<file path="src/rtl/reg_file_mp_pkg.sv">
// Shared definitions for the multi-port register file: FSM encoding and default sizes.
package reg_file_mp_pkg;

    localparam int DEFAULT_DATA_W = 24;
    localparam int DEFAULT_ADDR_W = 3;

    typedef enum logic {
        ST_IDLE  = 1'b0,
        ST_CLEAR = 1'b1
    } rf_state_t;

endpackage

</file>
<file path="src/rtl/reg_file_mp.sv">
// Two-read/one-write register file with registered reads, write-through bypass
// and a sequential clear that runs after reset and on request.
module reg_file_mp
    import reg_file_mp_pkg::*;
#(
    parameter int DATA_W  = DEFAULT_DATA_W,
    parameter int ADDR_W  = DEFAULT_ADDR_W,
    parameter int ZERO_R0 = 0
) (
    input  logic              clk,
    input  logic              rst,
    input  logic [ADDR_W-1:0] Ra,
    input  logic [ADDR_W-1:0] Rb,
    input  logic [ADDR_W-1:0] Rw,
    input  logic              enWrite,
    input  logic [DATA_W-1:0] BusW,
    input  logic              clr_req,
    output logic [DATA_W-1:0] BusA,
    output logic [DATA_W-1:0] BusB,
    output logic              busy
);

    localparam int DEPTH = 2 ** ADDR_W;

    rf_state_t         r_state;
    rf_state_t         w_next_state;
    logic [ADDR_W-1:0] r_cnt;
    logic [DATA_W-1:0] r_mem [DEPTH];

    logic              w_last;
    logic              w_we;
    logic [DATA_W-1:0] w_rd_a;
    logic [DATA_W-1:0] w_rd_b;

    assign w_last = (r_cnt == {ADDR_W{1'b1}});
    assign w_we   = (r_state == ST_IDLE) && enWrite &&
                    !((ZERO_R0 != 0) && (Rw == '0));

    always_ff @(posedge clk or posedge rst) begin
        if (rst) begin
            r_state <= ST_CLEAR;
        end else begin
            r_state <= w_next_state;
        end
    end

    always_comb begin
        w_next_state = r_state;
        case (r_state)
            ST_IDLE:  if (clr_req) w_next_state = ST_CLEAR;
            ST_CLEAR: if (w_last)  w_next_state = ST_IDLE;
            default:  w_next_state = ST_CLEAR;
        endcase
    end

    always_comb begin
        busy = (r_state == ST_CLEAR);
    end

    // Bypass first, then the hard-wired zero so address 0 wins even on a same-cycle write.
    always_comb begin
        w_rd_a = r_mem[Ra];
        if (enWrite && (Rw == Ra)) w_rd_a = BusW;
        if ((ZERO_R0 != 0) && (Ra == '0)) w_rd_a = '0;
        w_rd_b = r_mem[Rb];
        if (enWrite && (Rw == Rb)) w_rd_b = BusW;
        if ((ZERO_R0 != 0) && (Rb == '0)) w_rd_b = '0;
    end

    always_ff @(posedge clk or posedge rst) begin
        if (rst) begin
            BusA  <= '0;
            BusB  <= '0;
            r_cnt <= '0;
        end else if (r_state == ST_CLEAR) begin
            BusA  <= '0;
            BusB  <= '0;
            r_cnt <= r_cnt + ADDR_W'(1);
        end else begin
            BusA  <= w_rd_a;
            BusB  <= w_rd_b;
            r_cnt <= '0;
        end
    end

    // Storage has no reset; the clear sequence zeroes it one entry per cycle.
    always_ff @(posedge clk) begin
        if (r_state == ST_CLEAR) begin
            r_mem[r_cnt] <= '0;
        end else if (w_we) begin
            r_mem[Rw] <= BusW;
        end
    end

endmodule

</file>
<file path="config.mk">
export PLATFORM = sky130hd
export DESIGN_NAME = reg_file_mp
export DESIGN_NICKNAME = d
export VERILOG_FILES = /design/src/rtl/reg_file_mp_pkg.sv /design/src/rtl/reg_file_mp.sv
export SDC_FILE = /design/constraint.sdc
export NUM_CORES = 1
export LEC_CHECK = 0
export CELL_PAD_IN_SITES_DETAIL_PLACEMENT = 0
export CELL_PAD_IN_SITES_GLOBAL_PLACEMENT = 1
export CORE_ASPECT_RATIO = 1.4
export CORE_UTILIZATION = 50
export CTS_CLUSTER_DIAMETER = 200
export DETAILED_ROUTE_END_ITERATION = 7
export HOLD_SLACK_MARGIN = 0.03
export PLACE_DENSITY = 0.9
export SYNTH_ARGS = -nofsm -noshare
export SYNTH_HDL_FRONTEND = slang
export SYNTH_SLANG_ARGS = --single-unit
</file>
<file path="constraint.sdc">
create_clock -name clk -period 3.4 [get_ports clk]
set_clock_uncertainty 0.05 [all_clocks]
set_input_delay 0.68 -clock clk [delete_from_list [all_inputs] [get_ports clk]]
set_output_delay 0.68 -clock clk [all_outputs]
set_load 0.02 [all_outputs]
</file>
==> key figures <==
Outcome
  – Status: complete, no violations

Routing
  – Drt total wl: 27200 µm
  – WL/cell: 24.6 µm
  – Avg Vias per Cell: 6.26
  – Remaining antenna violation count: 0
  – Initial DRC count: 633
  – Vias: 6924
  – Drt drc: 0
  – 1st-pass router iterations: 6

Clock network
  – H-Tree Depth: 1
  – CTS root buf: clkbuf_16
  – Clk buf depth: 3
  – CTS tree: built
  – Post-cts hold buffer count: 0
  – Clock buffer count from CTS: 23
  – Post-CTS setup buffers: 0
  – Clk Latency, worst-skew pair: 510 ps
  – Clk sinks: 244
  – Reg clk slew, reported paths: 60 ps
  – Post-CTS Resized: 0

Timing
  – Max Freq: 341 MHz
  – Unrepaired setup endpoints after global routing: false
  – PnR worst setup slack: 470 ps
  – Hold_ws: 514 ps
  – Endpoints failing hold: 0
  – Pins Over Slew Limit: 0
  – Setup TNS: 0 ps
  – Max-Slew Margin vs Limit: 32.7%
  – Setup violators final: 0
  – Tcrit/Tclk final: 86.2%
  – Post-layout min period: 2930 ps
  – Actual slew at the worst max-slew pin: 1010 ps

Floorplanning
  – Die Width: 129 µm
  – Full die area: 23000 µm²
  – Core area: 21900 µm²
  – Die Y: 179 µm
  – Initial Util: 51.1%
  – IO Count: 86
  – Row cnt: 64

Placement
  – Number of port buffers: 85
  – Pre-CTS setup slack: 232 ps
  – Area after DPL: 12400 µm²
  – RD Place Congestion: 0.854
  – Hpwl dp: 17900 µm
  – Placed insts: 1064

Critical path
  – Reg-to-reg startpoint: busy$_DFF_PP1_
  – CP max stage cell: dfstp_2
  – CP bufs+invs: 1
  – Slowest stage delay, CP: 960 ps
  – CP Cell Sequence: clkdlybuf4s50_1
  – Startpoint types: flop
  – Worst EP arrival: 2200 ps
  – Family with the most delay on the worst path: flip-flops
  – Crit. End Element: output pin
  – Critical path required time: 2670 ps
  – Worst setup path category: flop to output pin
  – Crit path max fanout: 31
  – Critical path launch point: busy$_DFF_PP1_

Synthesis
  – Syn Nets: 739
  – Synth warn: 0
  – Synthesized area: 11200 µm²
  – Yosys cell types: 35
  – Synth Register Bits: 244
  – Avg Inst Size Synth: 16.0 µm²
  – Mapped Cells: 700
  – Seq/Total Area, Yosys: 63.1%

GRT
  – GRT Resource Usage Total: 24.5%
  – Total grt overflow: 0
  – First-pass GRT wire length: 41900 µm
  – Vias in the first global route: 7469
  – Largest net degree at the start of global routing: 54
  – Initial antenna violation count: 0

Finish
  – Net count reported at finish: 831
  – Layout cells sized above 1: 19.9%
  – Design area: 13100 µm²
  – Finished Core Util: 59.9%
  – Flip-flop and latch area: 7070 µm²
  – Fillcell total: 1632
  – Area growth, synth to finish: 17.2%
  – Finished Layout Cells: 1106
  – Inserted Diodes: 0
  – Footprint of the multi-input gates: 3770 µm²

Power and ir drop
  – Clock Power Share: 25.4%
  – Combinational fraction of design power: 26.3%
  – Sequential Power Share: 48.3%
  – Int Pwr: 6.82 mW
  – Worst ir drop on vdd: 0.584 mV
  – Leakage: 4.79 nW
  – Switching portion of total power: 30.8%
  – Total power divided by cell area: 750 nW/µm²
  – Power Total: 9.85 mW
  – Switching pwr: 3.03 mW

Worst hold path
  – Worst Hold Class: flop to flop
  – Worst Hold Launch: r_cnt[0]$_DFF_PP0_

Run
  – Maxcap violations: 0
[Yosys cell counts]
master	instances	area share, %
ha_1	2	0.22
a32oi_1	2	0.16
clkbuf_1	15	0.50
nor2b_1	2	0.11
nand2b_1	2	0.11
buf_6	6	0.60
a31oi_1	1	0.056
a211oi_1	30	2.0
buf_2	26	1.2
dfrtp_1	51	11
buf_1	1	0.033
buf_4	5	0.34
nand3_1	1	0.045
nor3_2	14	1.3
nor2_1	57	1.9
mux2_2	1	0.10
o31a_1	1	0.078
nand4_2	1	0.11
mux4_1	11	2.6
or2_1	2	0.11
nor3_1	33	1.5
buf_12	4	0.71
edfxtp_1	192	51
nand4_1	1	0.056
and4_1	2	0.16
and2_1	26	1.5
mux2i_1	95	8.5
xnor2_1	6	0.47
a21oi_1	1	0.045
a211oi_2	18	2.0
o22ai_1	46	2.6
dfstp_2	1	0.23
mux4_2	39	7.8
inv_1	4	0.13
nand2_1	1	0.033
[power groups by stage]
stage                     clock network (mW)  registers [mW]  logic, mW
after floorplan                            0            4.81       1.45
after global placement                     0            4.70       2.52
after detailed placement                   0            4.80       2.58
after CTS                               2.54            4.74       2.60
after global routing                    2.64            4.82       2.76
final                                   2.50            4.76       2.59
[layout make-up]
class / instances / share of cell area, %
well taps: 297 / 2.83
clock inverters: 8 / 0.553
clock buffers: 34 / 5.00
repair buffers: 124 / 8.97
flip-flops and latches: 244 / 53.8
inverters: 4 / 0.114
multi-input cells: 395 / 28.7
[path summary, 6_finish.rpt]
check / to / slack, ps / depth (start not counted)
max: busy / 470 / 1
min: r_cnt[0]$_DFF_PP0_ / 510 / 1
max reg2reg: r_mem[5][5]$_DFFE_PP_ / 540 / 4
min reg2reg: r_cnt[0]$_DFF_PP0_ / 510 / 1
max in group asynchronous: BusB[8]$_DFF_PP0_ / 2170 / 3
min in group asynchronous: BusB[22]$_DFF_PP0_ / 630 / 3
[registers in the layout (all words and copies together) (netlist names)]
register / cells
BusA: 24
busy: 1
r_cnt: 3
r_mem: 192
BusB: 24
[per-layer routing]
| layer | track usage, % | share of wire, % | vias up |
|---|---|---|---|
| met1 | 29.2 | 37 | 3541 |
| met2 | 43.7 | 53 | 342 |
| met3 | 3.31 | 6.2 | 70 |
| met4 | 11.3 | 3.6 | 0 |
| li1 | - | - | 2971 |
| met5 | 0 | 0 | - |
[cell usage in the layout (no fill, tap or decap), types with 2 or more instances in the layout]
cell and count:
clkbuf_8 4, o22ai_1 46, ha_1 2, buf_12 4, buf_2 2, nor3_1 33
mux4_1 11, mux2i_1 95, nor2_2 8, and4_1 2, clkbuf_1 7, clkbuf_16 23
inv_1 3, clkinv_2 3, clkdlybuf4s50_1 81, a211oi_2 18, nor2_1 49, nor3_2 14
clkinvlp_4 2, edfxtp_1 192, a32oi_1 2, a211oi_1 30, and2_1 26, xnor2_1 6
dfrtp_1 51, or2_1 2, buf_4 37, mux4_2 39, nand2b_1 2
[cells by family (layout without fill, tap and decap cells)]
| family | Yosys count | in the layout | share of synthesized area (%) |
|---|---|---|---|
| flip-flops | 244 | 244 | 63.1 |
| multiplexers | 146 | 146 | 19.0 |
| AND/OR/NAND/NOR | 142 | 142 | 6.82 |
| AO/OA/AOI/OAI | 99 | 99 | 6.92 |
| buffers and inverters | 61 | 170 | 3.48 |
| XOR/XNOR | 6 | 6 | 0.469 |
| adder cells (fa/ha/maj) | 2 | 2 | 0.223 |
Power figures use the tool's default switching activity.
==> variant, RTL diff (same settings) <==
Put one more register stage on the output `BusA`, with the module's reset. The value now appears one clock later. The other outputs are not delayed to match.
--- a/src/rtl/reg_file_mp.sv
+++ b/src/rtl/reg_file_mp.sv
@@ -22,4 +22,6 @@
 
     localparam int DEPTH = 2 ** ADDR_W;
+
+    logic [DATA_W-1:0] BusA_s0;
 
     rf_state_t         r_state;
@@ -70,13 +72,13 @@
     always_ff @(posedge clk or posedge rst) begin
         if (rst) begin
-            BusA  <= '0;
+            BusA_s0 <= '0;
             BusB  <= '0;
             r_cnt <= '0;
         end else if (r_state == ST_CLEAR) begin
-            BusA  <= '0;
+            BusA_s0 <= '0;
             BusB  <= '0;
             r_cnt <= r_cnt + ADDR_W'(1);
         end else begin
-            BusA  <= w_rd_a;
+            BusA_s0 <= w_rd_a;
             BusB  <= w_rd_b;
             r_cnt <= '0;
@@ -93,4 +95,12 @@
     end
 
+    always_ff @(posedge clk or posedge rst) begin
+        if (rst) begin
+            BusA <= '0;
+        end else begin
+            BusA <= BusA_s0;
+        end
+    end
+
 endmodule
 
Behaviour: not the same (Yosys sat finds a counterexample within 10 cycles, from zero or initial values and one cycle with rst high).
==> variant against the original RTL <==
First-iteration DRC count decreased by 2.8%; worst setup slack better by 0.30 ns; wire length up 0.87%; power increased by 7.9%; utilization rose by 0.15 points; sequential cell count up 24; area after synthesis is 5.0% higher; die area increased by 5.0%; design area increased by 6.0%.
==> variant: results (changes against the original RTL) <==
outcome: "completed"
slowest_stage: "nor2_2"
p_int_mw: 7.50  # +10%
fillCellCount: 1686  # +3.3%
synth-edff-count: 192  # unchanged
first_pass_iters: 5  # -1
synth_seq_area_share_pct: 65.1  # +2.1 points
place_ws_ns: 0.299  # +0.0669 ns
synthMuxAreaShare_pct: 18.1  # -0.94 points
synth_compound_area_share_pct: 6.46  # -0.46 points
drive_gt1_share_pct: 20.4  # +0.45 points
dpl.hpwl_mm: 18.0  # +0.40%
crit_start: "enWrite"
regToRegSetupSlack_ns: 1.01  # +0.47 ns
wirelength_mm: 27.4  # +0.87%
place_area_um2: 13100  # +5.3%
grt_usage_pct: 23.3  # -1.1 points
dp_cells: 1106  # +3.9%
gp_congestion: 0.778  # -8.9%
diodes: 0  # unchanged
wl_per_cell_um: 23.8  # -3.1%
grt_pass1_wl_mm: 42.9  # +2.3%
path_delay_family: "simple AND/OR/NAND/NOR gates"
syn_area_per_cell_um2: 16.3  # +1.6%
cp_max_fo: 10  # -68%
cpPeakStageDelay_ns: 0.71  # -0.25 ns
netlist_top_cells_area: "edfxtp_1, dfrtp_1, mux2i_1, mux4_2, o22ai_1"
r2r-end: "r_mem[4][5]"
post_cts_buffers: 0  # unchanged
synth_xor_xnor_area_share_pct: 0.446  # -0.023 points
grt_max_degree: 77  # +43%
period_needed_ns: 2.63  # -0.298 ns
grt_pass1_vias: 7487  # +0.24%
cp_data_required_time_ns: 3.56  # +0.89 ns
peakVddDrop_v: 0.000363  # -38%
initialDrtViolationCount: 615  # -2.8%
vias: 7027  # +1.5%
slew_headroom_pct: 44.3  # +12 points
synth_fa_ha_area_share_pct: 0.213  # -0.011 points
ys_warn_count: 0  # unchanged
ys_async_sr_fraction_pct: 28.4  # +7.0 points
cts_buffers: 25  # +8.7%
num-nets-final: 866  # +4.2%
synth_common_cells: "edfxtp_1, mux2i_1, dfrtp_1"
[variant: cell types whose count changed after synthesis, sizes merged]
cell	delta
dfrtp	+24
buf	+4
clkbuf	-4
[variant: kinds of logic (layout without fill, tap and decap cells)]
group	Yosys count	after routing
flip-flops	268	268
multiplexers	146	146
AND/OR/NAND/NOR	142	142
AO/OA/AOI/OAI	99	99
buffers and inverters	61	182
XOR/XNOR	6	6
adder cells (fa/ha/maj)	2	2
[variant: power groups by stage]
stage               clock (mW)  sequential (mW)  combinational [mW]
detailed placement           0             5.11                2.65
global route              3.08             5.15                2.83
finish                    2.91             5.06                2.65
global placement             0             5.03                2.60
CTS                       2.95             5.05                2.67
floorplan                    0             5.18                1.44
[variant: how the worst min path moves through the flow]
| stage | from | to | slack (ns) | depth (start not counted) |
|---|---|---|---|---|
| floorplan | BusA_s0[0] | BusA[0] | 0.28 | 0 |
| global route | BusA_s0[18] | BusA[18] | 0.30 | 0 |
| finish | BusA_s0[3] | BusA[3] | 0.29 | 0 |
| CTS | BusA_s0[3] | BusA[3] | 0.30 | 0 |
| global placement | BusA_s0[1] | BusA[1] | 0.28 | 0 |
| detailed placement | BusA_s0[3] | BusA[3] | 0.29 | 0 |
[variant: layer usage]
layer	track usage (%)	share of wire, %
met5	0	0
met2	43.2	55
met4	7.81	2.4
met1	28.1	38
met3	2.84	4.7
[variant: cell type report]
class,count,share of cell area (%)
clock buffers,30,4.92
inverters,4,0.117
clock inverters,15,1.29
multi-input cells,395,26.9
repair buffers,133,8.95
well taps,306,2.75
flip-flops and latches,268,55.1
[variant: per-stage QoR]
stage          total power [mW]  util (%)
6_report                   10.6      60.0
5_1_grt                    11.1      60.0
4_1_cts                    10.7      60.0
3_5_place_dp               7.76      56.3
3_3_place_gp               7.63      56.3
2_1_floorplan              6.62         -
